===== config.mk =====
export PLATFORM = sky130hd
export DESIGN_NAME = calc_sequencer
export DESIGN_NICKNAME = d
export VERILOG_FILES = /design/src/rtl/calc_sequencer.sv
export SDC_FILE = /design/constraint.sdc
export NUM_CORES = 1
export LEC_CHECK = 0
export BUFFER_PORTS_ARGS = -buffer_cell sky130_fd_sc_hd__buf_2
export CAP_MARGIN = 5
export CORE_UTILIZATION = 40
export CTS_CLUSTER_DIAMETER = 200
export DETAILED_ROUTE_END_ITERATION = 12
export PLACE_DENSITY = 0.62
export SKIP_CTS_REPAIR_TIMING = 1
export SYNTH_ARGS = -nofsm -noshare
export SYNTH_HDL_FRONTEND = slang
export SYNTH_SLANG_ARGS = --single-unit

===== constraint.sdc =====
create_clock -name clk -period 4.7 [get_ports clk]
set_input_delay 0.47 -clock clk [delete_from_list [all_inputs] [get_ports clk]]
set_output_delay 0.47 -clock clk [all_outputs]
set_load 0.02 [all_outputs]

===== src/rtl/calc_sequencer.sv =====
// ---------------------------------------------------------------------------
// calc_sequencer
//
// Keypad front end for a two-operand add/subtract calculator. It turns scanned
// key levels into clean one-cycle key events, builds up to three-digit decimal
// operands, asks an external ALU to add or subtract them, and chooses what the
// display shows.
//
// Configuration macro: KEY_DEBOUNCE_EN
//   defined   : a press is accepted after DEBOUNCE_CYCLES stable high cycles,
//               and the block re-arms after DEBOUNCE_CYCLES low cycles.
//   undefined : a press is accepted on the first high cycle after a low cycle,
//               and the block re-arms after one low cycle (DEBOUNCE_CYCLES unused).
//
// Ports
//   clk         in   system clock (rising edge)
//   rst         in   synchronous active-high reset
//   key_valid   in   key-down level from the matrix scanner
//   key_value   in   [3:0] key code: 0-9 digit, 10 ADD, 11 SUB, 12 EQUALS, 13 CLEAR
//   alu_done    in   one-cycle ALU completion pulse
//   alu_result  in   [9:0] signed ALU result, valid with alu_done
//   op_a, op_b  out  [7:0] unsigned operands
//   op_sel      out  0 = add, 1 = subtract
//   alu_start   out  one-cycle operation request
//   key_strobe  out  one-cycle pulse per accepted key
//   key_code    out  [3:0] code of the accepted key
//   display     out  [9:0] signed value to show
//   state       out  [1:0] ENTER_A=0, ENTER_B=1, WAIT_ALU=2, SHOW=3
// ---------------------------------------------------------------------------
module calc_sequencer #(
  parameter int unsigned DEBOUNCE_CYCLES = 16
) (
  input  logic       clk,
  input  logic       rst,
  input  logic       key_valid,
  input  logic [3:0] key_value,
  input  logic       alu_done,
  input  logic [9:0] alu_result,
  output logic [7:0] op_a,
  output logic [7:0] op_b,
  output logic       op_sel,
  output logic       alu_start,
  output logic       key_strobe,
  output logic [3:0] key_code,
  output logic [9:0] display,
  output logic [1:0] state
);

  typedef enum logic [1:0] {
    ST_ENTER_A  = 2'd0,
    ST_ENTER_B  = 2'd1,
    ST_WAIT_ALU = 2'd2,
    ST_SHOW     = 2'd3
  } state_e;

  localparam logic [3:0] KEY_ADD    = 4'd10;
  localparam logic [3:0] KEY_SUB    = 4'd11;
  localparam logic [3:0] KEY_EQUALS = 4'd12;
  localparam logic [3:0] KEY_CLEAR  = 4'd13;

  // -------------------------------------------------------------------------
  // Key acceptance
  // -------------------------------------------------------------------------
  logic armed_q, armed_d;
  logic accept;

`ifdef KEY_DEBOUNCE_EN
  localparam logic [7:0] CNT_LAST = 8'(DEBOUNCE_CYCLES - 1);

  // cnt_q counts stable cycles already seen: high cycles with the same code
  // while armed, low cycles while disarmed. Zero while armed means no
  // candidate code is being tracked yet.
  logic [7:0] cnt_q, cnt_d;
  logic [3:0] last_q, last_d;

  // NOTE: every combinational output gets a default first, so no path
  // through the block leaves a value unassigned and no latch is inferred.
  always_comb begin
    accept  = 1'b0;
    armed_d = armed_q;
    cnt_d   = cnt_q;
    last_d  = last_q;
    if (armed_q) begin
      if (!key_valid) begin
        cnt_d = 8'd0;
      end else if (cnt_q != 8'd0 && key_value == last_q) begin
        if (cnt_q == CNT_LAST) begin
          accept  = 1'b1;
          armed_d = 1'b0;
          cnt_d   = 8'd0;
        end else begin
          cnt_d = cnt_q + 8'd1;
        end
      end else begin
        // First high cycle, or the code changed: restart the stable count.
        cnt_d  = 8'd1;
        last_d = key_value;
      end
    end else begin
      if (key_valid) begin
        cnt_d = 8'd0;
      end else if (cnt_q == CNT_LAST) begin
        armed_d = 1'b1;
        cnt_d   = 8'd0;
      end else begin
        cnt_d = cnt_q + 8'd1;
      end
    end
  end

  // NOTE: sequential state uses non-blocking assignments so every register
  // samples the values from before the edge, independent of statement order.
  always_ff @(posedge clk) begin
    if (rst) begin
      armed_q <= 1'b1;
      cnt_q   <= 8'd0;
      last_q  <= 4'd0;
    end else begin
      armed_q <= armed_d;
      cnt_q   <= cnt_d;
      last_q  <= last_d;
    end
  end
`else
  // Plain edge detection: armed means key_valid was low last cycle (or we
  // just left reset).
  always_comb begin
    accept  = armed_q & key_valid;
    armed_d = ~key_valid;
  end

  always_ff @(posedge clk) begin
    if (rst) armed_q <= 1'b1;
    else     armed_q <= armed_d;
  end

  logic unused_debounce_cfg;
  assign unused_debounce_cfg = ^8'(DEBOUNCE_CYCLES);
`endif

  logic       key_strobe_q;
  logic [3:0] key_code_q;

  always_ff @(posedge clk) begin
    if (rst) begin
      key_strobe_q <= 1'b0;
      key_code_q   <= 4'd0;
    end else begin
      key_strobe_q <= accept;
      if (accept) key_code_q <= key_value;
    end
  end

  // -------------------------------------------------------------------------
  // Calculator FSM, acting on the registered key event
  // -------------------------------------------------------------------------
  state_e     state_q, state_d;
  logic [7:0] op_a_q, op_a_d;
  logic [7:0] op_b_q, op_b_d;
  logic       op_sel_q, op_sel_d;
  logic [1:0] ndig_q, ndig_d;    // digits accepted into the current operand
  logic [9:0] result_q, result_d;
  logic       alu_start_q, alu_start_d;

  logic        is_digit, is_op, is_clear;
  logic [7:0]  entry_base;
  logic [11:0] entry_val;
  logic        entry_ok;

  assign is_digit   = key_code_q <= 4'd9;
  assign is_op      = key_code_q == KEY_ADD || key_code_q == KEY_SUB;
  assign is_clear   = key_code_q == KEY_CLEAR;
  assign entry_base = (state_q == ST_ENTER_B) ? op_b_q : op_a_q;
  assign entry_val  = {4'd0, entry_base} * 12'd10 + {8'd0, key_code_q};
  assign entry_ok   = ndig_q != 2'd3 && entry_val <= 12'd255;

  always_comb begin
    state_d     = state_q;
    op_a_d      = op_a_q;
    op_b_d      = op_b_q;
    op_sel_d    = op_sel_q;
    ndig_d      = ndig_q;
    result_d    = result_q;
    alu_start_d = 1'b0;

    unique case (state_q)
      ST_ENTER_A: begin
        if (key_strobe_q) begin
          if (is_digit) begin
            if (entry_ok) begin
              op_a_d = entry_val[7:0];
              ndig_d = ndig_q + 2'd1;
            end
          end else if (is_op) begin
            op_sel_d = key_code_q == KEY_SUB;
            op_b_d   = 8'd0;
            ndig_d   = 2'd0;
            state_d  = ST_ENTER_B;
          end else if (is_clear) begin
            op_a_d   = 8'd0;
            op_b_d   = 8'd0;
            op_sel_d = 1'b0;
            ndig_d   = 2'd0;
          end
        end
      end
      ST_ENTER_B: begin
        if (key_strobe_q) begin
          if (is_digit) begin
            if (entry_ok) begin
              op_b_d = entry_val[7:0];
              ndig_d = ndig_q + 2'd1;
            end
          end else if (is_op) begin
            op_sel_d = key_code_q == KEY_SUB;
          end else if (key_code_q == KEY_EQUALS) begin
            alu_start_d = 1'b1;
            state_d     = ST_WAIT_ALU;
          end else if (is_clear) begin
            op_a_d   = 8'd0;
            op_b_d   = 8'd0;
            op_sel_d = 1'b0;
            ndig_d   = 2'd0;
            state_d  = ST_ENTER_A;
          end
        end
      end
      ST_WAIT_ALU: begin
        // Keys are swallowed here so the operands stay stable for the ALU.
        if (alu_done) begin
          result_d = alu_result;
          state_d  = ST_SHOW;
        end
      end
      ST_SHOW: begin
        if (key_strobe_q) begin
          if (is_digit) begin
            op_a_d  = {4'd0, key_code_q};
            op_b_d  = 8'd0;
            ndig_d  = 2'd1;
            state_d = ST_ENTER_A;
          end else if (is_clear) begin
            op_a_d   = 8'd0;
            op_b_d   = 8'd0;
            op_sel_d = 1'b0;
            ndig_d   = 2'd0;
            state_d  = ST_ENTER_A;
          end
        end
      end
      default: state_d = ST_ENTER_A;
    endcase
  end

  always_ff @(posedge clk) begin
    if (rst) begin
      state_q     <= ST_ENTER_A;
      op_a_q      <= 8'd0;
      op_b_q      <= 8'd0;
      op_sel_q    <= 1'b0;
      ndig_q      <= 2'd0;
      result_q    <= 10'd0;
      alu_start_q <= 1'b0;
    end else begin
      state_q     <= state_d;
      op_a_q      <= op_a_d;
      op_b_q      <= op_b_d;
      op_sel_q    <= op_sel_d;
      ndig_q      <= ndig_d;
      result_q    <= result_d;
      alu_start_q <= alu_start_d;
    end
  end

  always_comb begin
    unique case (state_q)
      ST_ENTER_A: display = {2'd0, op_a_q};
      ST_SHOW:    display = result_q;
      default:    display = {2'd0, op_b_q};
    endcase
  end

  assign op_a       = op_a_q;
  assign op_b       = op_b_q;
  assign op_sel     = op_sel_q;
  assign alu_start  = alu_start_q;
  assign key_strobe = key_strobe_q;
  assign key_code   = key_code_q;
  assign state      = state_q;

endmodule

### Word-level counts from Yosys, hierarchy flattened

Cells that the tools add are included.

| storage, ports and cells | value |
|---|---|
| memories | 0 |
| memory bits (read-only) | 0 |
| bits in writable memories | 0 |
| register bits | 38 |
| output and inout port bits | 35 |
| logic and storage cells | 115 |
| bits of input ports | 18 |
| bits in latches | 0 |

| operators by class | value |
|---|---|
| bitwise operators | 4 |
| multiplexer cells | 61 |
| $mul | 1 |
| div/mod/pow operators | 0 |
| $lt $le $gt $ge | 2 |
| reduce and logical (&&, ||, !) cells | 11 |
| equal/unequal tests | 24 |
| shift-type cells | 0 |
| $add $sub $neg | 2 |

Operators by type and width:

| cell | number |
|---|---|
| 8-bit 2-to-1 mux | 22 |
| 8-bit one-hot mux with 3 select lines | 2 |
| 2-bit 2-to-1 mux | 22 |
| 8-bit AND reduction | 3 |
| 2-bit inequality test, second input constant | 11 |
| 10-bit one-hot mux with 2 select lines | 1 |
| 3-bit inequality test, second input constant | 6 |
| 4-bit equality test, second input constant | 4 |
| 12-bit by 4-bit adder with 12-bit output | 1 |
| 12-bit by 8-bit <= comparator with 1-bit output, second input constant | 1 |
| 8-bit by 3-bit multiplier with 11-bit output, second input constant | 1 |
| 1-bit 2-to-1 mux | 11 |
| 9-bit AND reduction | 1 |
| 2-bit one-hot mux with 4 select lines | 1 |
| 2-bit one-hot mux with 3 select lines | 1 |
| 6-bit AND reduction | 1 |
| 5-bit OR reduction | 1 |
| 2-bit equality test, second input constant | 2 |
| 4-bit <= comparator, second input constant | 1 |
| 1-bit inverter | 3 |
| 1-bit one-hot mux with 3 select lines | 1 |
| 3-bit nonzero test | 1 |
| 2-bit by 1-bit adder with 2-bit output, second input constant | 1 |
| 2-bit by 1-bit equality test with 1-bit output, second input constant | 1 |
| 5 further kinds | 5 |

### Depth between registers and ports, before layout

| logic depth | value |
|---|---|
| word-level depth | 10 |
| gate-level depth with buffers | 19 |
| gate-level depth less buffers | 15 |

### Least setup slack after synthesis

No wires, ideal clock.

| timing path | value |
|---|---|
| kind | register to register |
| start | reg state_q[0] (netlist: state[0]) |
| end | reg with a tool-made name |
| path slack | 0.580 ns |
| setup time | 0.134 ns |
| arrival | 3.986 ns |
| stages on the path, launching flop included | 18 |
| buffers on the path | 3 |
| cell sequence | dfxtp_1 > ha_1 > buf_6 > clkbuf_8 > clkbuf_1 > mux2_2 > ha_1 > ha_1 > inv_1 > fa_1 > nand2b_1 > nor2_1 > nand4b_1 > a21boi_2 > o21a_1 > or4_1 > o21ai_0 > a211oi_1 |

RTL lines:

| what | line | source |
|---|---|---|
| start: declaration | 157 | `state_e state_q, state_d;` |
| start signal: assignment | 265 | `state_q <= state_d;` |

==> flow_summary.ini <==
[global_routing]
grt_pass1_wl_um = 12700
grt_max_degree = 30
grt-ovfl-total = 0
first_global_vias = 2529
track_usage = 0.221
antenna_found_initial = 0

[critical_path]
crit_type = flop to flop
start_kind = flop
required_ps = 4920
end_kind = flop
cp_data_arrival_time_ps = 4160
path_max_fanout = 9

[clock_network]
cts.sinks = 38
htreeDepth = 2
clkTransAtPathRegs_ps = 80
cts-root-buf = clkbuf_8
cts_max_path_buffers = 2
numCtsBuffers = 5
cts_tree = yes
insertion_delay_ps = 300

[synth]
netlist_area_um2 = 2810
yosysUniqueCellTypes = 62
synth-main-ff-cell = dfxtp_1
avgSynthCellArea_um2 = 8.17
synth_edf_count = 0
postSynth.asyncResetShare = 0
synthCells = 344
synth_seq_cells = 38
synth.yosys.warnings = 0
synth_seq_area_share = 0.271
synth_nets = 384

[sta]
max_slew_margin = 0.395
finalCritPeriodShare = 0.838
hold_viol_final = 0
timing.hold.ws_ps = 396
period_minus_slack_ps = 3940
setup_violations = 0
tns_ps = 0
clock_skew_ps = 8.46
finalWorstSetupSlack_ps = 763
rsz0062_at_grt = false
finalMaxSlewViolations = 0
tightest_slew_ps = 908
fmax_ghz = 0.254

[power]
switchingPower_mw = 0.189
sw_frac_of_total = 0.244
pwr-share-comb = 0.110
leakage_nw = 1.36
vdd_drop_max_mv = 0.168
seqPwrFrac = 0.437
clockPowerShare = 0.453
power_density_nw_per_um2 = 243
finalPower_mw = 0.776
intPower_mw = 0.586

[run_status]
status = completed

[die]
die_w_um = 85.8
rows = 30
start_util = 0.414
die_area_um2 = 7370
core_area_um2 = 6790
die_y_um = 85.8
boundaryPins = 53

[route]
drtPass1Iterations = 4
drtIter0Drc = 145
drt-wirelength-per-cell_um = 16.1
vias = 2706
wl_um = 7780
drcViolationCount = 0
vias_per_cell = 5.60
ant_nets = 0

[placement]
hpwlAfterDp_um = 5830
place_congestion = 0.885
numPortBuffers = 52
place_area_um2 = 3040
pre_cts_slack_ps = 774

[layout]
area_delta_synth_final_pct = 13.4
fillers = 719
nNetsFinal = 426
fin_area_um2 = 3190
drive_above_1_share = 0.245
n_antenna_cell = 0

[job]
cap_violations = 0

[worst_hold_path]
hold_path_class = input port to flop
[placed cells by master, fill, tap and decap left out, types with 3 or more instances in the layout]
cell type / count
a32o_1: 4
a22o_2: 4
a21oi_1: 26
and2_1: 3
and3_1: 6
xor2_1: 3
a22oi_1: 10
nor3_1: 6
nor2b_1: 4
ha_1: 20
a22o_1: 4
mux2_2: 9
o21a_1: 3
nor2_1: 13
a32oi_1: 3
o21ai_0: 21
nand2_1: 59
inv_1: 18
dfxtp_1: 38
a21oi_2: 4
nand3_1: 9
o21ai_1: 3
o21ai_2: 4
clkbuf_8: 6
xnor2_1: 4
buf_2: 52
o22ai_1: 3
[state kept, by name, indices dropped and copies added (netlist names), named ones only]
register,count
op_sel,1
ndig_q,1
armed_q,1
key_code,4
state,2
key_strobe,1
alu_start,1
op_a,8
op_b,8
result_q,10
[worst paths after layout]
path	start	to	cells past startpoint	slack, ps
max reg2reg	state[0]$_SDFFE_PP0P_	flop	14	760
max	state[0]$_SDFFE_PP0P_	flop	14	760
min	key_valid	armed_q$_SDFF_PP1_	2	400
min reg2reg	result_q[9]$_SDFFE_PP0P_	result_q[9]$_SDFFE_PP0P_	2	460
[cell families (layout without fill, tap and decap cells)]
group / count (synthesis) / after routing / synth area share
AOI/OAI and AO/OA: 116 / 116 / 0.294
and+or+nand+nor: 116 / 116 / 0.195
DFF: 38 / 38 / 0.271
buffers and inverters: 36 / 79 / 0.0788
adders and majority gates: 22 / 22 / 0.103
muxes: 9 / 9 / 0.0361
xor gates and xnor gates: 7 / 7 / 0.0218
[Yosys cell counts (all sizes together), types with 4 or more instances]
library cell / instances / area share
a21oi: 30 / 0.059
a22o: 8 / 0.027
a22oi: 10 / 0.027
a32o: 4 / 0.014
and3: 7 / 0.016
buf: 5 / 0.016
clkbuf: 13 / 0.039
dfxtp: 38 / 0.27
ha: 20 / 0.089
inv: 18 / 0.024
mux2: 9 / 0.036
nand2: 60 / 0.081
nand3: 9 / 0.016
nor2: 13 / 0.017
nor2b: 4 / 0.0089
nor3: 7 / 0.016
o21ai: 29 / 0.061
xnor2: 4 / 0.012
[metal layers]
layer | global-route usage | vias up | part of all wire
li1 | - | 1337 | -
met5 | 0 | - | 0
met1 | 0.291 | 1258 | 0.46
met3 | 0.0356 | 8 | 0.063
met2 | 0.372 | 103 | 0.47
met4 | 0.0667 | 0 | 0.0098
[through the flow]
stage          utilization  std cells
2_1_floorplan            -        344
3_3_place_gp         0.448        475
3_5_place_dp         0.448        475
4_1_cts              0.469        483
5_1_grt              0.469        483
6_report             0.469        483
[worst max-delay path, cell delays in order, from the launching register on]
cell,delay (ps)
dfxtp_1,400
ha_1,420
mux2_2,410
ha_1,290
ha_1,170
inv_1,50
fa_1,400
nor2b_1,180
o21ai_1,120
a211o_1,320
a21boi_2,240
o21ai_4,110
o31ai_1,360
o21ai_0,150
a211oi_1,230
[cell type report]
type | count | area (µm²) | share of cell area
clock buffers | 6 | 82.6 | 0.0259
clock inverters | 2 | 60.1 | 0.0188
inverters | 18 | 67.6 | 0.0212
multi-input cells | 270 | 1830 | 0.574
flip-flops and latches | 38 | 761 | 0.239
well taps | 96 | 120 | 0.0377
repair buffers | 53 | 268 | 0.0840
[power by group through the flow]
stage	Clock, mW	Combinational, mW	Sequential, mW
finish	0.351	0.0855	0.339
floorplan	0	0.0634	0.344
detailed placement	0	0.0849	0.346
global route	0.369	0.0944	0.340
CTS	0.355	0.0851	0.339
global placement	0	0.0832	0.346
No activity file was read; power rests on OpenSTA's default activity.
